$ cat config.mk
export PLATFORM = sky130hd
export DESIGN_NAME = mem_port_arbiter
export DESIGN_NICKNAME = d
export VERILOG_FILES = /design/src/rtl/mem_port_arbiter.sv
export SDC_FILE = /design/constraint.sdc
export NUM_CORES = 1
export LEC_CHECK = 0
export ABC_AREA = 1
export ABC_CLOCK_PERIOD_IN_PS = 2730
export BUFFER_PORTS_ARGS = -buffer_cell sky130_fd_sc_hd__buf_2
export CAP_MARGIN = 20
export CELL_PAD_IN_SITES_DETAIL_PLACEMENT = 1
export CELL_PAD_IN_SITES_GLOBAL_PLACEMENT = 1
export CORE_MARGIN = 1
export CORE_UTILIZATION = 29
export DETAILED_ROUTE_END_ITERATION = 16
export HOLD_SLACK_MARGIN = 0.03
export PLACE_DENSITY = 0.95
export SLEW_MARGIN = 10
export SYNTH_ARGS = -nofsm -noshare
export SYNTH_HDL_FRONTEND = slang
export SYNTH_SLANG_ARGS = --single-unit
$ cat constraint.sdc
create_clock -name clk -period 2.73 [get_ports clk]
set_clock_uncertainty 0.15 [all_clocks]
set_input_delay 0.4095 -clock clk [delete_from_list [all_inputs] [get_ports clk]]
set_output_delay 0.4095 -clock clk [all_outputs]
set_load 0.01 [all_outputs]
$ cat src/rtl/mem_port_arbiter.sv
// Shares one memory request port between an instruction fetch requester and
// a load/store requester, with at most one transaction in flight.
// Optional build macro MEM_ARB_RR_EN: alternate grants on simultaneous
// requests instead of giving the load/store side fixed priority.
module mem_port_arbiter (
    input  logic        clk,
    input  logic        resetn,
    input  logic        inst_req,
    input  logic [31:0] inst_addr,
    output logic        inst_addr_ok,
    output logic        inst_data_ok,
    output logic [31:0] inst_rdata,
    input  logic        data_req,
    input  logic        data_wr,
    input  logic [3:0]  data_wstrb,
    input  logic [31:0] data_addr,
    input  logic [31:0] data_wdata,
    output logic        data_addr_ok,
    output logic        data_data_ok,
    output logic [31:0] data_rdata,
    output logic        mem_req,
    output logic        mem_wr,
    output logic [3:0]  mem_wstrb,
    output logic [31:0] mem_addr,
    output logic [31:0] mem_wdata,
    input  logic        mem_addr_ok,
    input  logic        mem_data_ok,
    input  logic [31:0] mem_rdata
);

    typedef enum logic [1:0] {
        IDLE = 2'd0,
        ADDR = 2'd1,
        RESP = 2'd2
    } state_t;

    typedef enum logic {
        OWN_INST = 1'b0,
        OWN_DATA = 1'b1
    } owner_t;

    state_t state;
    owner_t owner;
    logic   grant_data;
    logic   addr_acc;
    logic   resp_vld;

`ifdef MEM_ARB_RR_EN
    owner_t last_grant;

    // On a tie, favour whichever side was not granted last time
    always_comb begin
        grant_data = data_req;
        if (inst_req && data_req) begin
            grant_data = (last_grant == OWN_INST);
        end
    end

    // Remember the most recent grant; starts at inst so the first tie goes to data
    always_ff @(posedge clk or negedge resetn) begin
        if (!resetn) begin
            last_grant <= OWN_INST;
        end else if (state == IDLE && (inst_req || data_req)) begin
            last_grant <= grant_data ? OWN_DATA : OWN_INST;
        end
    end
`else
    // Load/store side wins whenever it is requesting
    always_comb begin
        grant_data = data_req;
    end
`endif

    // Transaction FSM; the memory-side request and payload are registered at grant
    always_ff @(posedge clk or negedge resetn) begin
        if (!resetn) begin
            state     <= IDLE;
            owner     <= OWN_INST;
            mem_req   <= 1'b0;
            mem_wr    <= 1'b0;
            mem_wstrb <= 4'h0;
            mem_addr  <= 32'h0;
            mem_wdata <= 32'h0;
        end else begin
            case (state)
                IDLE: begin
                    if (inst_req || data_req) begin
                        state   <= ADDR;
                        mem_req <= 1'b1;
                        if (grant_data) begin
                            owner     <= OWN_DATA;
                            mem_wr    <= data_wr;
                            mem_wstrb <= data_wstrb;
                            mem_addr  <= data_addr;
                            mem_wdata <= data_wdata;
                        end else begin
                            owner     <= OWN_INST;
                            mem_wr    <= 1'b0;
                            mem_wstrb <= 4'h0;
                            mem_addr  <= inst_addr;
                            mem_wdata <= 32'h0;
                        end
                    end
                end
                ADDR: begin
                    // Payload is held even if the owner drops its request early
                    if (mem_addr_ok) begin
                        state     <= RESP;
                        mem_req   <= 1'b0;
                        mem_wr    <= 1'b0;
                        mem_wstrb <= 4'h0;
                        mem_addr  <= 32'h0;
                        mem_wdata <= 32'h0;
                    end
                end
                RESP: begin
                    if (mem_data_ok) begin
                        state <= IDLE;
                    end
                end
                default: begin
                    state   <= IDLE;
                    mem_req <= 1'b0;
                end
            endcase
        end
    end

    // Handshakes pass straight through to the current owner only
    always_comb begin
        addr_acc     = (state == ADDR) && mem_addr_ok;
        resp_vld     = (state == RESP) && mem_data_ok;
        inst_addr_ok = addr_acc && (owner == OWN_INST);
        data_addr_ok = addr_acc && (owner == OWN_DATA);
        inst_data_ok = resp_vld && (owner == OWN_INST);
        data_data_ok = resp_vld && (owner == OWN_DATA);
        inst_rdata   = inst_data_ok ? mem_rdata : 32'h0;
        data_rdata   = data_data_ok ? mem_rdata : 32'h0;
    end

endmodule

# Yosys cells after proc, flatten, opt, wreduce, memory -nomap -nowiden

Cells that the tools add are included.

Logic and storage cells: 51
Input port bits: 139
Output and inout bits: 138
Memory bits (read-only): 0
Bits in latches: 0
Memories: 0
Bits in registers: 73
RAM bits: 0

Equal/unequal tests: 5
Reduce and logical (&&, ||, !) cells: 13
Multiply operators: 0
Magnitude comparators: 0
Add/subtract/negate cells: 0
Div/mod/pow operators: 0
Shift-type cells: 0
Bitwise logic cells: 2
Multiplexer cells: 24

Operator list:

| cell                                                             | count |
|---|---|
| 32-bit two-way mux                                               | 7 |
| 32-bit case mux with 2 select lines                              | 2 |
| 4-bit two-way mux                                                | 3 |
| 3-bit AND reduction                                              | 3 |
| 4-bit case mux with 2 select lines                               | 1 |
| 1-bit logical AND                                                | 6 |
| 2-bit two-way mux                                                | 3 |
| 2-bit inequality test (second input constant)                    | 3 |
| 2-bit case mux with 3 select lines                               | 1 |
| 1-bit two-way mux                                                | 5 |
| 1-bit case mux with 3 select lines                               | 1 |
| 2-bit by 1-bit == test with 1-bit output (second input constant) | 1 |
| 2-bit == test (second input constant)                            | 1 |
| 2-bit zero test                                                  | 1 |
| 1-bit NOT                                                        | 2 |
| 1-bit case mux with 2 select lines                               | 1 |
| 2-bit AND reduction                                              | 1 |
| 2-bit nonzero test                                               | 1 |
| 1-bit logical OR                                                 | 1 |

# Longest topological paths before layout

Depth after elaboration: 4
Depth in mapped cells: 8
Depth with buffers taken out: 6

# Least setup slack after synthesis

Ideal clock, no wire load.

Path kind: flip-flop to output port
Start point: register state[0]
End point: output port data_rdata[22]
Data required time: 2.171 ns
Path slack: 1.142 ns
Arrival time: 1.028 ns
Path buffers: 1
Stages on the path, launching flop included: 5
Cells stage by stage: dfrtp_1 -> inv_1 -> nand4_1 -> buf_2 -> nor2_1

Longest elaborated chain between the ends: 4

RTL lines:

| item                   | RTL line | RTL |
|---|---|---|
| from (decl)            | 42       | `state_t state;` |
| from (signal assigned) | 77       | `state <= IDLE;` |
| from (signal assigned) | 88       | `state <= ADDR;` |
| from (signal assigned) | 108      | `state <= RESP;` |
| 2-bit == test          | 132      | `resp_vld = (state == RESP) && mem_data_ok;` |
| 1-bit logical AND      | 132      |  |
| 1-bit logical AND      | 136      | `data_data_ok = resp_vld && (owner == OWN_DATA);` |
| 32-bit two-way mux     | 138      | `data_rdata = data_data_ok ? mem_rdata : 32'h0;` |
| to (decl)              | 20       | `output logic [31:0] data_rdata,` |

Every way passes these cells.

# Worst setup path after layout

Start point: register state[1]
End point: output port inst_addr_ok

Longest elaborated chain between the ends: 3

RTL lines:

| item                                     | RTL line | RTL |
|---|---|---|
| 2-bit by 1-bit == test with 1-bit output | 131      | `addr_acc = (state == ADDR) && mem_addr_ok;` |
| 1-bit logical AND                        | 131      |  |
| 1-bit logical AND                        | 133      | `inst_addr_ok = addr_acc && (owner == OWN_INST);` |
| to (decl)                                | 10       | `output logic inst_addr_ok,` |

Every way passes these cells.

==> qor.yml <==
cts:
  cts_made_buffers: 9
  cts_hold_buf: 0
  clkTransAtPathRegs_ns: 0.06
  post_cts_resized: 0
  cts-htree-levels: 3
  post_cts_buffers: 0
  root_buffer: "clkbuf_16"
  cts_tree: "built"
  worstSkewPairLatency_ns: 0.32
  cts.sinks: 73
  cts_buffer_depth: 2
detailed_routing:
  postRouteAntennaNets: 0
  vias: 5068
  drt-wirelength-per-cell_um: 14.4
  drt_iter0_drc: 187
  drtPass1Iterations: 4
  viasPerCell: 4.53
  drc: 0
  wl_mm: 16.1
timing:
  fin_setup_tns_ns: 0
  setup_viol: 0
  hold_viol_final: 0
  slew_violations: 0
  fmax_mhz: 421
  rsz0062_at_grt: "no"
  post-route-period-util_pct: 87.0
  tightest_slew_ns: 0.958
  relSlewSlack_pct: 36.1
  period_minus_slack_ns: 2.38
placement:
  place_hpwl_mm: 11.8
  gp_congestion: 0.760
  port_buffers: 276
worst_setup_path:
  cp_cell_sequence: "inv_2 > nand3_2 > buf_4 > nor2_1 > buf_2"
  cp_slowest_cell: "buf_4"
  end_kind: "output pin"
  crit_type: "reg2out"
  path_max_fanout: 72
  timing.rr.start: "state[0]$_DFFE_PN0P_"
  crit_start: "state[1]$_DFFE_PN0P_"
  cp.required_ns: 2.17
  cp_data_arrival_time_ns: 1.82
  slowest_delay_ns: 0.63
  start_kind: "flop"
synth:
  synth_top_area_cell: "dfrtp_1"
  yosysUniqueCellTypes: 15
  synth.avg_cell_area_um2: 6.28
  syn-num-nets: 819
  syn_inst: 680
  ys_seq_area_share_pct: 42.8
  synth_area_um2: 4270
  synthDominantCellAreaShare_pct: 42.8
  ys_warn_count: 0
  synth_area_leaders: "dfrtp_1 (43%), nand2_1 (21%), nor2_1 (15%), nand3_1 (8.1%), inv_1 (6.2%)"
  synth-seq-cells: 73
pwr:
  power.density_nw_per_um2: 893
  p_leak_nw: 3.99
  pwr-share-clk_pct: 20.0
  power_frac_comb_pct: 47.9
  ir_drop_v: 0.000400
  total_power_mw: 5.35
  switching_share_pct: 45.2
  power_frac_seq_pct: 32.1
  p_switching_mw: 2.42
  p_int_mw: 2.93
grt:
  track_usage_pct: 21.6
  antenna_found_initial: 3
  overflow: 0
  grt_pass1_wl_mm: 25.3
  grt_pass1_vias: 5150
  grt_max_degree: 74
die:
  die_y_um: 123
  dieArea_um2: 15200
  die_width_um: 123
  num_io_pins: 277
  coreArea_um2: 14100
  start_util_pct: 30.3
  rows: 43
final_layout:
  nFillCells: 1975
  nNetsFinal: 1069
  layout-drive-gt1-share_pct: 32.6
  ff_latch_area_um2: 1830
  multi_input_area_um2: 1950
  syn_to_final_growth_pct: 40.3
hold_path:
  worstHoldPathType: "in2async"
flow_run:
  drv_cap: 0
outcome:
  status: "completed"
==> sequential cells by signal, indices dropped and copies added, names as in the netlist <==
| name | flops |
|---|---|
| owner | 1 |
| mem_wr | 1 |
| mem_req | 1 |
| mem_addr | 32 |
| state | 2 |
| mem_wstrb | 4 |
| mem_wdata | 32 |
==> per-layer routing <==
layer | share of wire, % | vias up | track usage (%)
met1 | 39 | 2363 | 23.9
met4 | 1.1 | 0 | 6.25
met5 | 0 | - | 0
met2 | 53 | 176 | 40.2
li1 | - | 2517 | -
met3 | 7.2 | 12 | 5.77
==> cell type report <==
| type | instances | area share (%) |
|---|---|---|
| antenna | 3 | 0.125 |
| clock buffer | 11 | 3.89 |
| clock inverter | 5 | 0.522 |
| inverter | 72 | 4.51 |
| multi-input combinational | 490 | 32.6 |
| sequential | 73 | 30.5 |
| tap | 180 | 3.76 |
| timing repair buffer | 284 | 24.1 |
==> worst max-delay path: cells and delay by family, from the launching register on <==
kind                   cells  cell delay (ns)
AND/OR/NAND/NOR            2             0.16
buffers and inverters      3             0.88
flip-flops                 1             0.44
==> logic make-up after synthesis <==
group / after synthesis / synth area share (%)
compound gates: 4 / 0.528
simple gates: 486 / 45.1
flops: 73 / 42.8
buf+inv: 117 / 11.5
==> placed cells by master, fill, tap and decap left out <==
master / count
inv_1: 69
clkinv_2: 3
buf_4: 9
buf_2: 275
clkbuf_16: 9
nand2_1: 242
o31ai_1: 1
nand3_1: 69
nand3_2: 1
inv_6: 1
inv_2: 3
clkinvlp_4: 1
dfrtp_1: 73
nand2_2: 3
clkbuf_1: 2
diode_2: 3
nor2_1: 169
nand4_1: 2
o21ai_0: 3
==> through the flow <==
step	instances	area [um2]	utilization, %	setup slack [ns]	hold slack, ns
2_1_floorplan	680	4270	-	1.14	-0.0361
3_3_place_gp	1099	5720	40.6	0.659	0.334
3_5_place_dp	1099	5720	40.6	0.581	0.342
4_1_cts	1115	5980	42.4	0.323	0.117
5_1_grt	1118	5990	42.5	0.218	0.160
6_report	1118	5990	42.5	0.354	0.0808
==> cells in the mapped netlist <==
master and instances:
nand3_2 1, nand4_1 2, clkbuf_1 7, nand2_2 2, inv_2 2, buf_2 31
nor2_1 169, o31ai_1 1, o21ai_0 3, nand3_1 69, inv_1 70, buf_6 2
buf_1 5, dfrtp_1 73, nand2_1 243
==> final timing paths <==
check	to	slack, ns	depth (start not counted)
worst max-delay path	inst_addr_ok	0.35	5
worst min-delay path	mem_wdata[22]$_DFFE_PN0P_	0.08	1
worst max register to register	mem_addr[28]$_DFFE_PN0P_	0.71	6
worst min register to register	mem_addr[23]$_DFFE_PN0P_	0.35	2
max in group asynchronous	mem_addr[5]$_DFFE_PN0P_	1.73	1
min in group clk	state[1]$_DFFE_PN0P_	0.18	2
==> power groups by stage <==
stage	Sequential, mW	Clock (mW)	Combinational, mW
global route	1.77	1.15	2.91
detailed placement	1.74	0	2.61
finish	1.72	1.07	2.56
CTS	1.72	1.10	2.62
global placement	1.71	0	2.53
floorplan	1.88	0	1.48
No activity file was read; power rests on OpenSTA's default activity.
